$ cat src/rtl/hms_clock_set_if.sv
// rtl/hms_clock_set_if.sv - button/alarm inputs and time/status outputs of the hms clock
interface hms_clock_set_if #(
    parameter int CNT_W = 6
);
    logic             mode_pb;
    logic             incr_pb;
    logic             decr_pb;
    logic             alarm_en;
    logic [CNT_W-1:0] alarm_min;
    logic [CNT_W-1:0] alarm_hour;
    logic [CNT_W-1:0] sec_binary;
    logic [CNT_W-1:0] min_binary;
    logic [CNT_W-1:0] hour_binary;
    logic [1:0]       set_state;
    logic             alarm_out;
    logic             day_tick;

    modport master (
        output mode_pb, incr_pb, decr_pb, alarm_en, alarm_min, alarm_hour,
        input  sec_binary, min_binary, hour_binary, set_state, alarm_out, day_tick
    );

    modport slave (
        input  mode_pb, incr_pb, decr_pb, alarm_en, alarm_min, alarm_hour,
        output sec_binary, min_binary, hour_binary, set_state, alarm_out, day_tick
    );
endinterface

$ cat src/rtl/hms_clock_set.sv
// rtl/hms_clock_set.sv - h:m:s time-of-day counter with set-mode FSM, daily alarm and day tick
module hms_clock_set #(
    parameter int SEC_MOD   = 60,
    parameter int MIN_MOD   = 60,
    parameter int HOUR_MOD  = 24,
    parameter int CNT_W     = 6,
    parameter int ALARM_LEN = 30
) (
    input logic          clk_1H,
    input logic          reset,
    hms_clock_set_if.slave bus
);
    localparam logic [1:0] ST_RUN      = 2'b00;
    localparam logic [1:0] ST_SET_MIN  = 2'b01;
    localparam logic [1:0] ST_SET_HOUR = 2'b10;

    localparam logic [CNT_W-1:0] SEC_LAST  = CNT_W'(SEC_MOD - 1);
    localparam logic [CNT_W-1:0] MIN_LAST  = CNT_W'(MIN_MOD - 1);
    localparam logic [CNT_W-1:0] HOUR_LAST = CNT_W'(HOUR_MOD - 1);

    localparam int AW = (ALARM_LEN > 1) ? $clog2(ALARM_LEN) : 1;
    localparam logic [AW-1:0] ALARM_LOAD = AW'(ALARM_LEN - 1);

    logic [CNT_W-1:0] sec_q, min_q, hour_q;
    logic [1:0]       state_q;
    logic             mode_pb_q;
    logic             day_q;
    logic             alarm_q;
    logic [AW-1:0]    alarm_cnt_q;

    logic mode_rise, adj_up, adj_dn;
    logic sec_wrap, min_wrap, hour_wrap;
    logic alarm_clear, alarm_match;

    assign mode_rise = bus.mode_pb & ~mode_pb_q;
    // Both buttons together cancel out rather than picking a winner.
    assign adj_up    = bus.incr_pb & ~bus.decr_pb;
    assign adj_dn    = bus.decr_pb & ~bus.incr_pb;
    assign sec_wrap  = (sec_q == SEC_LAST);
    assign min_wrap  = (min_q == MIN_LAST);
    assign hour_wrap = (hour_q == HOUR_LAST);

    assign alarm_clear = ~bus.alarm_en | bus.incr_pb | bus.decr_pb | bus.mode_pb;
    assign alarm_match = bus.alarm_en && (state_q == ST_RUN) &&
                         (hour_q == bus.alarm_hour) && (min_q == bus.alarm_min) &&
                         (sec_q == '0);

    function automatic logic [CNT_W-1:0] step_field(input logic [CNT_W-1:0] v,
                                                    input logic [CNT_W-1:0] last,
                                                    input logic             up);
        if (up)
            return (v == last) ? '0 : v + CNT_W'(1);
        else
            return (v == '0) ? last : v - CNT_W'(1);
    endfunction

    always_ff @(posedge clk_1H or posedge reset) begin
        if (reset) begin
            sec_q     <= '0;
            min_q     <= '0;
            hour_q    <= '0;
            state_q   <= ST_RUN;
            mode_pb_q <= 1'b0;
            day_q     <= 1'b0;
        end else begin
            mode_pb_q <= bus.mode_pb;
            day_q     <= 1'b0;
            // A mode edge only moves the FSM; no field moves on that edge.
            if (mode_rise) begin
                case (state_q)
                    ST_RUN: begin
                        state_q <= ST_SET_MIN;
                        sec_q   <= '0;
                    end
                    ST_SET_MIN: state_q <= ST_SET_HOUR;
                    default:    state_q <= ST_RUN;
                endcase
            end else begin
                case (state_q)
                    ST_RUN: begin
                        sec_q <= sec_wrap ? '0 : sec_q + CNT_W'(1);
                        if (sec_wrap) begin
                            min_q <= min_wrap ? '0 : min_q + CNT_W'(1);
                            if (min_wrap) begin
                                hour_q <= hour_wrap ? '0 : hour_q + CNT_W'(1);
                                day_q  <= hour_wrap;
                            end
                        end
                    end
                    ST_SET_MIN: begin
                        if (adj_up | adj_dn)
                            min_q <= step_field(min_q, MIN_LAST, adj_up);
                    end
                    ST_SET_HOUR: begin
                        if (adj_up | adj_dn)
                            hour_q <= step_field(hour_q, HOUR_LAST, adj_up);
                    end
                    default: state_q <= ST_RUN;
                endcase
            end
        end
    end

    // Counter loads LEN-1 and the output drops one edge after it hits zero.
    always_ff @(posedge clk_1H or posedge reset) begin
        if (reset) begin
            alarm_q     <= 1'b0;
            alarm_cnt_q <= '0;
        end else if (alarm_clear) begin
            alarm_q     <= 1'b0;
            alarm_cnt_q <= '0;
        end else if (alarm_match) begin
            alarm_q     <= 1'b1;
            alarm_cnt_q <= ALARM_LOAD;
        end else if (alarm_q) begin
            if (alarm_cnt_q == '0)
                alarm_q <= 1'b0;
            else
                alarm_cnt_q <= alarm_cnt_q - AW'(1);
        end
    end

    assign bus.sec_binary  = sec_q;
    assign bus.min_binary  = min_q;
    assign bus.hour_binary = hour_q;
    assign bus.set_state   = state_q;
    assign bus.alarm_out   = alarm_q;
    assign bus.day_tick    = day_q;
endmodule
$ cat src/flat_wrapper.sv
// flat-port wrapper written by rule: the top's interface ports become plain ports
module hms_clock_set_flat 
#(
    parameter int SEC_MOD   = 60,
    parameter int MIN_MOD   = 60,
    parameter int HOUR_MOD  = 24,
    parameter int CNT_W     = 6,
    parameter int ALARM_LEN = 30
)
  (clk_1H, reset, bus_mode_pb, bus_incr_pb, bus_decr_pb, bus_alarm_en, bus_alarm_min, bus_alarm_hour, bus_sec_binary, bus_min_binary, bus_hour_binary, bus_set_state, bus_alarm_out, bus_day_tick);
  hms_clock_set_if #(.CNT_W(CNT_W)) bus_i ();
  input logic clk_1H;
  input logic reset;
  input wire logic [$bits(bus_i.mode_pb)-1:0] bus_mode_pb;
  input wire logic [$bits(bus_i.incr_pb)-1:0] bus_incr_pb;
  input wire logic [$bits(bus_i.decr_pb)-1:0] bus_decr_pb;
  input wire logic [$bits(bus_i.alarm_en)-1:0] bus_alarm_en;
  input wire logic [$bits(bus_i.alarm_min)-1:0] bus_alarm_min;
  input wire logic [$bits(bus_i.alarm_hour)-1:0] bus_alarm_hour;
  output wire logic [$bits(bus_i.sec_binary)-1:0] bus_sec_binary;
  output wire logic [$bits(bus_i.min_binary)-1:0] bus_min_binary;
  output wire logic [$bits(bus_i.hour_binary)-1:0] bus_hour_binary;
  output wire logic [$bits(bus_i.set_state)-1:0] bus_set_state;
  output wire logic [$bits(bus_i.alarm_out)-1:0] bus_alarm_out;
  output wire logic [$bits(bus_i.day_tick)-1:0] bus_day_tick;
  assign bus_i.mode_pb = bus_mode_pb;
  assign bus_i.incr_pb = bus_incr_pb;
  assign bus_i.decr_pb = bus_decr_pb;
  assign bus_i.alarm_en = bus_alarm_en;
  assign bus_i.alarm_min = bus_alarm_min;
  assign bus_i.alarm_hour = bus_alarm_hour;
  assign bus_sec_binary = bus_i.sec_binary;
  assign bus_min_binary = bus_i.min_binary;
  assign bus_hour_binary = bus_i.hour_binary;
  assign bus_set_state = bus_i.set_state;
  assign bus_alarm_out = bus_i.alarm_out;
  assign bus_day_tick = bus_i.day_tick;
  hms_clock_set #(.SEC_MOD(SEC_MOD), .MIN_MOD(MIN_MOD), .HOUR_MOD(HOUR_MOD), .CNT_W(CNT_W), .ALARM_LEN(ALARM_LEN)) u_core (.clk_1H(clk_1H), .reset(reset), .bus(bus_i));
endmodule
$ cat config.mk
export PLATFORM = sky130hd
export DESIGN_NAME = hms_clock_set_flat
export DESIGN_NICKNAME = d
export VERILOG_FILES = /design/src/rtl/hms_clock_set_if.sv /design/src/rtl/hms_clock_set.sv /design/src/flat_wrapper.sv
export SDC_FILE = /design/constraint.sdc
export NUM_CORES = 1
export LEC_CHECK = 0
export CAP_MARGIN = 20
export CORE_MARGIN = 10
export CORE_UTILIZATION = 45
export CTS_CLUSTER_DIAMETER = 30
export DETAILED_ROUTE_END_ITERATION = 16
export PLACE_DENSITY_LB_ADDON = 0.1
export SLEW_MARGIN = 20
export SYNTH_ARGS = -nofsm -noshare
export SYNTH_HDL_FRONTEND = slang
export SYNTH_SLANG_ARGS = --single-unit
$ cat constraint.sdc
create_clock -name clk_1H -period 2.7 [get_ports clk_1H]
set_clock_uncertainty 0.15 [all_clocks]
set_input_delay 0.54 -clock clk_1H [delete_from_list [all_inputs] [get_ports clk_1H]]
set_output_delay 0.54 -clock clk_1H [all_outputs]
set_load 0.01 [all_outputs]
-- Word level (Yosys, flattened, before mapping)
Cells that the tools add are included.
- input port bits: 18
- register bits after elaboration: 28
- logic and storage cells: 87
- output and inout port bits: 22
- equality and inequality tests: 13
- bitwise logic cells: 12
- mux-type cells: 32
- reductions and logical operators: 16
- $add $sub $neg: 6
- operators with widths (operator ; count):
    6-bit two-way mux ; 15
    6-bit one-hot mux with 2 select lines ; 2
    5-bit two-way mux ; 4
    6-bit by 1-bit adder with 6-bit output, second input constant ; 3
    6-bit zero test ; 3
    6-bit equality test ; 2
    6-bit equality test, second input constant ; 2
    6-bit by 1-bit subtractor with 6-bit output, second input constant ; 2
    2-bit by 1-bit inequality test with 1-bit output, second input constant ; 5
    1-bit two-way mux ; 8
    6-bit by 5-bit equality test with 1-bit output, second input constant ; 1
    5-bit zero test ; 1
    1-bit NOT ; 5
    5-bit AND reduction ; 1
    5-bit by 1-bit subtractor with 5-bit output, second input constant ; 1
    1-bit logical AND ; 4
    2-bit two-way mux ; 2
    1-bit bitwise OR ; 4
    2-bit one-hot mux with 2 select lines ; 1
    4-bit AND reduction ; 1
    2-bit nonzero test ; 2
    1-bit AND ; 3
    3-bit by 1-bit inequality test with 1-bit output, second input constant ; 1
    3-bit nonzero test ; 1
    other kinds (5) ; 5

-- Logic depth before layout (Yosys ltp)
- depth in word-level cells: 7
- depth in mapped cells: 8
- depth with buffers taken out: 7

-- Worst setup path before layout
Ideal clock, no wire load.
- kind: input-to-reg
- start: input port bus_decr_pb
- end: register u_core.min_q[4], in the netlist u_core.bus.min_binary[4]
- stages: 8
- arrival time: 1836 ps
- library setup time: 121 ps
- required time: 2429 ps
- path buffers: 1
- path slack: 593 ps
- cell sequence: inv_1 -> ha_1 -> or3b_1 -> clkbuf_1 -> a21o_1 -> nor3_1 -> a211oi_1 -> a22o_1
- cells in the longest elaborated chain, start to end: 5
- elaborated cells between the ends (all ways): 9
- those cells by class: 1 x eq/ne; 3 x mux; 4 x bitwise; 1 x reduce/logical
- RTL lines (element ; RTL line ; RTL):
    from (decl) ; flat_wrapper.sv:16 ; input wire logic [$bits(bus_i.decr_pb)-1:0] bus_decr_pb;
    1-bit NOT ; hms_clock_set.sv:37 ; assign adj_up = bus.incr_pb & ~bus.decr_pb;
    1-bit AND ; hms_clock_set.sv:37 ;
    1-bit bitwise OR / 6-bit two-way mux (equally long branches) ; hms_clock_set.sv:91, hms_clock_set.sv:51 ;
    2-bit by 1-bit inequality test with 1-bit output (no source line) / 6-bit two-way mux (equally long branches) ; - ;
    4-bit AND reduction (no source line) / 6-bit one-hot mux with 2 select lines (equally long branches) ; - ;
    to (signal assigned) ; hms_clock_set.sv:83 ; min_q <= min_wrap ? '0 : min_q + CNT_W'(1);
    to (signal assigned) ; hms_clock_set.sv:92 ; min_q <= step_field(min_q, MIN_LAST, adj_up);
    to (decl) ; hms_clock_set.sv:24 ; logic [CNT_W-1:0] sec_q, min_q, hour_q;
Parallel ways exist; a longest one is shown, timed or not. The select of a mux whose other input is x is not followed.
A chain may end at the register's enable or synchronous reset.

-- Final worst setup path
Ends and elaborated chain as after synthesis.

==> impl_results.md <==
* Final setup viols at 0
* Worst EP required at 2.73 ns
* Total Wirelength at 5.16 mm
* Setup Fix Bufs, Post-CTS at 0
* Adder-cell share of the synthesized area at 0.0610
* Measured slew at the worst slew-check pin at 0.663 ns
* GP Congestion at 0.760
* N_diodes at 0
* Mapped Area at 0.00205 mm²
* Share of cells above drive strength 1 at 0.0906
* Vias at 1833
* Most frequent cells in the layout: clkdlybuf4s50_1, dfrtp_1, nor2_1, inv_1, o21ai_0
* Area growth, synth to finish at 22.9%
* Input/output buffers at 39
* Peak supply drop at 0.000450 V
* Antenna violations before repair at 0
* Yosys reg bits at 28
* GRT Util Overall at 0.134
* Max cap viols at 0
* Vias in the first global route at 1742
* Fmax at 0.429 GHz
* Die ar. at 0.00766 mm²
* Clock latency at the later pin of the worst-skew pair at 0.28 ns
* Crit path max-delay family: simple AND/OR/NAND/NOR gates
* Synth Area in XOR/XNOR at 0.0683
* Commonest non-fill, non-tap cell in the layout: clkdlybuf4s50_1
* Fillcell total at 404
* Clock slew at reported path FFs at 0.10 ns
* Largest stage delay, worst path at 0.48 ns
* DIE WIDTH at 87.5 µm
* First-pass GRT wire length at 8.63 mm
* CTS tree: yes
* Critical Path End Type: flop
* CORE AREA at 0.00438 mm²
* Critical Path, Cell by Cell: clkdlybuf4s50_1 -> inv_1 -> ha_1 -> or3b_1 -> a21o_1 -> nor3_1 -> a211oi_1 -> a22o_1
* Minimum clock period after layout at 2.33 ns
* Root Buffer: clkbuf_8
* Ys flop type: dfrtp_1
* Buf/Inv on CP at 2
* CTS sink count at 28
* Final hold violation count at 0
* Share of flip-flops with an asynchronous set or reset at 1.00
* Overflow after GRT at 0
* Max-Slew Margin vs Limit at 0.556
* Max Transition Viols Final at 0
* Slowest stage cell on the critical path: or3b_1
* Post-Synth Simple-Gate Area at 0.240
* Die height at 87.5 µm
* Syn Inst Count at 231
* WP data arrival at 2.36 ns
* Hold Path Class: reg -> reg
* DP HPWL at 3.83 mm
* Vias per Instance at 5.78
* Wire per inst at 16.3 µm
* Status: finished clean
* Power per cell area at 879 mW/mm²
* Num rows at 24
* Clk buf depth at 2
* Setup crit start kind: input pin
* Main combinational cell family by area after synthesis: simple AND/OR/NAND/NOR gates
* DRC violation total after the first TritonRoute iteration at 148
* LEAKAGE at 0.00106 µW
* Pin count of the biggest net entering global routing at 29
* Hold buffers post-CTS at 0
* EDFF count, synth at 0
* Post-CTS resize count at 0
* CTS buffer count at 3
* Mapped Nets at 259
* Synth unique cells at 58
* Compound-Gate Fraction of Synth Area at 0.204
* RSZ-0062 raised after global routing: no
* Effective utilization at floorplan at 0.468
* 1st-pass router iterations at 4
* Final net count at 294
* Final core utilization at 0.575
* Period utilization at 0.863
* Yosys Warn Count at 0
* # DRC at 0
* Seq/Total Area, Yosys at 0.342
* Crit Path Max Fanout at 8
* Multiplexer area fraction after synthesis at 0.0153
* Setup Crit Path Kind: in -> reg
* H-tree depth at 1
* Remaining antenna violation count at 0
* TNS Setup at 0 ns
* IO Pins at 40
* Syn_area_per_cell at 8.88 µm²
-- final cells by class --
type	instances	area [µm²]	share of cell area
multi-input combinational	173	1210	0.479
sequential	28	701	0.278
timing repair buffer	45	435	0.173
tap	52	65.1	0.0258
inverter	15	56.3	0.0223
clock buffer	4	55.1	0.0218
-- worst reg2reg max path, stage by stage (launching register included) --
cell     delay [ns]
dfrtp_1        0.58
ha_1           0.30
inv_1          0.08
nor4_1         0.28
o21ai_1        0.09
buf_4          0.18
o32a_1         0.35
-- kinds of logic (layout without fill, tap and decap cells) --
logic type,count (synthesis),in the layout
mux,3,3
fa+ha+maj,10,10
simple gates,81,81
flops,28,28
buf+inv,30,64
xor+xnor,16,16
compound gates,63,63
-- registers in the layout (all words and copies together) (netlist names) --
signal / flops
u_core.alarm_cnt_q: 5
u_core.bus.alarm_out: 1
u_core.bus.day_tick: 1
u_core.bus.hour_binary: 6
u_core.bus.min_binary: 6
u_core.bus.sec_binary: 6
u_core.bus.set_state: 2
u_core.mode_pb_q: 1
-- layer usage --
layer / vias to the layer above / part of all wire / global-route usage
li1: 895 / - / -
met1: 888 / 0.45 / 0.182
met2: 46 / 0.48 / 0.210
met3: 4 / 0.070 / 0.0356
met4: 0 / 0.0043 / 0.0203
met5: - / 0 / 0
-- path summary, 6_finish.rpt --
check	start	endpoint	slack (ns)	depth (start not counted)
hold / removal	u_core.bus.sec_binary[5]$_DFFE_PP0N_	u_core.bus.sec_binary[5]$_DFFE_PP0N_	0.40	1
hold reg to reg	u_core.bus.sec_binary[5]$_DFFE_PP0N_	u_core.bus.sec_binary[5]$_DFFE_PP0N_	0.40	1
setup / recovery	bus_decr_pb	u_core.bus.min_binary[4]$_DFFE_PP0P_	0.37	8
setup reg to reg	u_core.bus.min_binary[1]$_DFFE_PP0P_	u_core.bus.hour_binary[4]$_DFFE_PP0P_	0.59	6
min in group asynchronous	reset	u_core.bus.hour_binary[5]$_DFFE_PP0P_	0.47	3
max in group asynchronous	reset	u_core.bus.day_tick$_DFF_PP0_	1.64	3
-- synthesized netlist by cell type (all sizes together) (3+ instances only) --
cell type	n	area, µm²
a21oi	11	55.1
a31oi	3	18.8
and3	3	18.8
buf	9	62.6
clkbuf	6	22.5
dfrtp	28	701
ha	10	125
inv	15	56.3
nand2	13	48.8
nand3	8	40.0
nor2	19	71.3
nor2b	4	25.0
nor3	4	25.0
nor3b	5	60.1
nor4	7	58.8
o21ai	21	105
o31ai	8	65.1
xnor2	4	35.0
xor2	12	105
-- per-stage QoR --
stage                     hold slack [ns]  area, µm²  power (µW)  cells  setup slack, ns
after detailed placement            0.387       2470        1950    313           0.0693
after global routing                0.444       2520        2390    317            0.265
after floorplan                     0.376       2050        1540    231            0.593
final                               0.401       2520        2220    317            0.370
after global placement              0.390       2470        1940    313            0.109
after CTS                           0.407       2520        2230    317            0.375
-- report_power, final --
group          leakage, µW  switching [µW]  total, µW  internal [µW]
logic             0.000672             525       1110            586
registers         0.000364             303        830            527
clock network    0.0000288             143        274            131
Note: power is estimated with default switching activity, not from simulation.
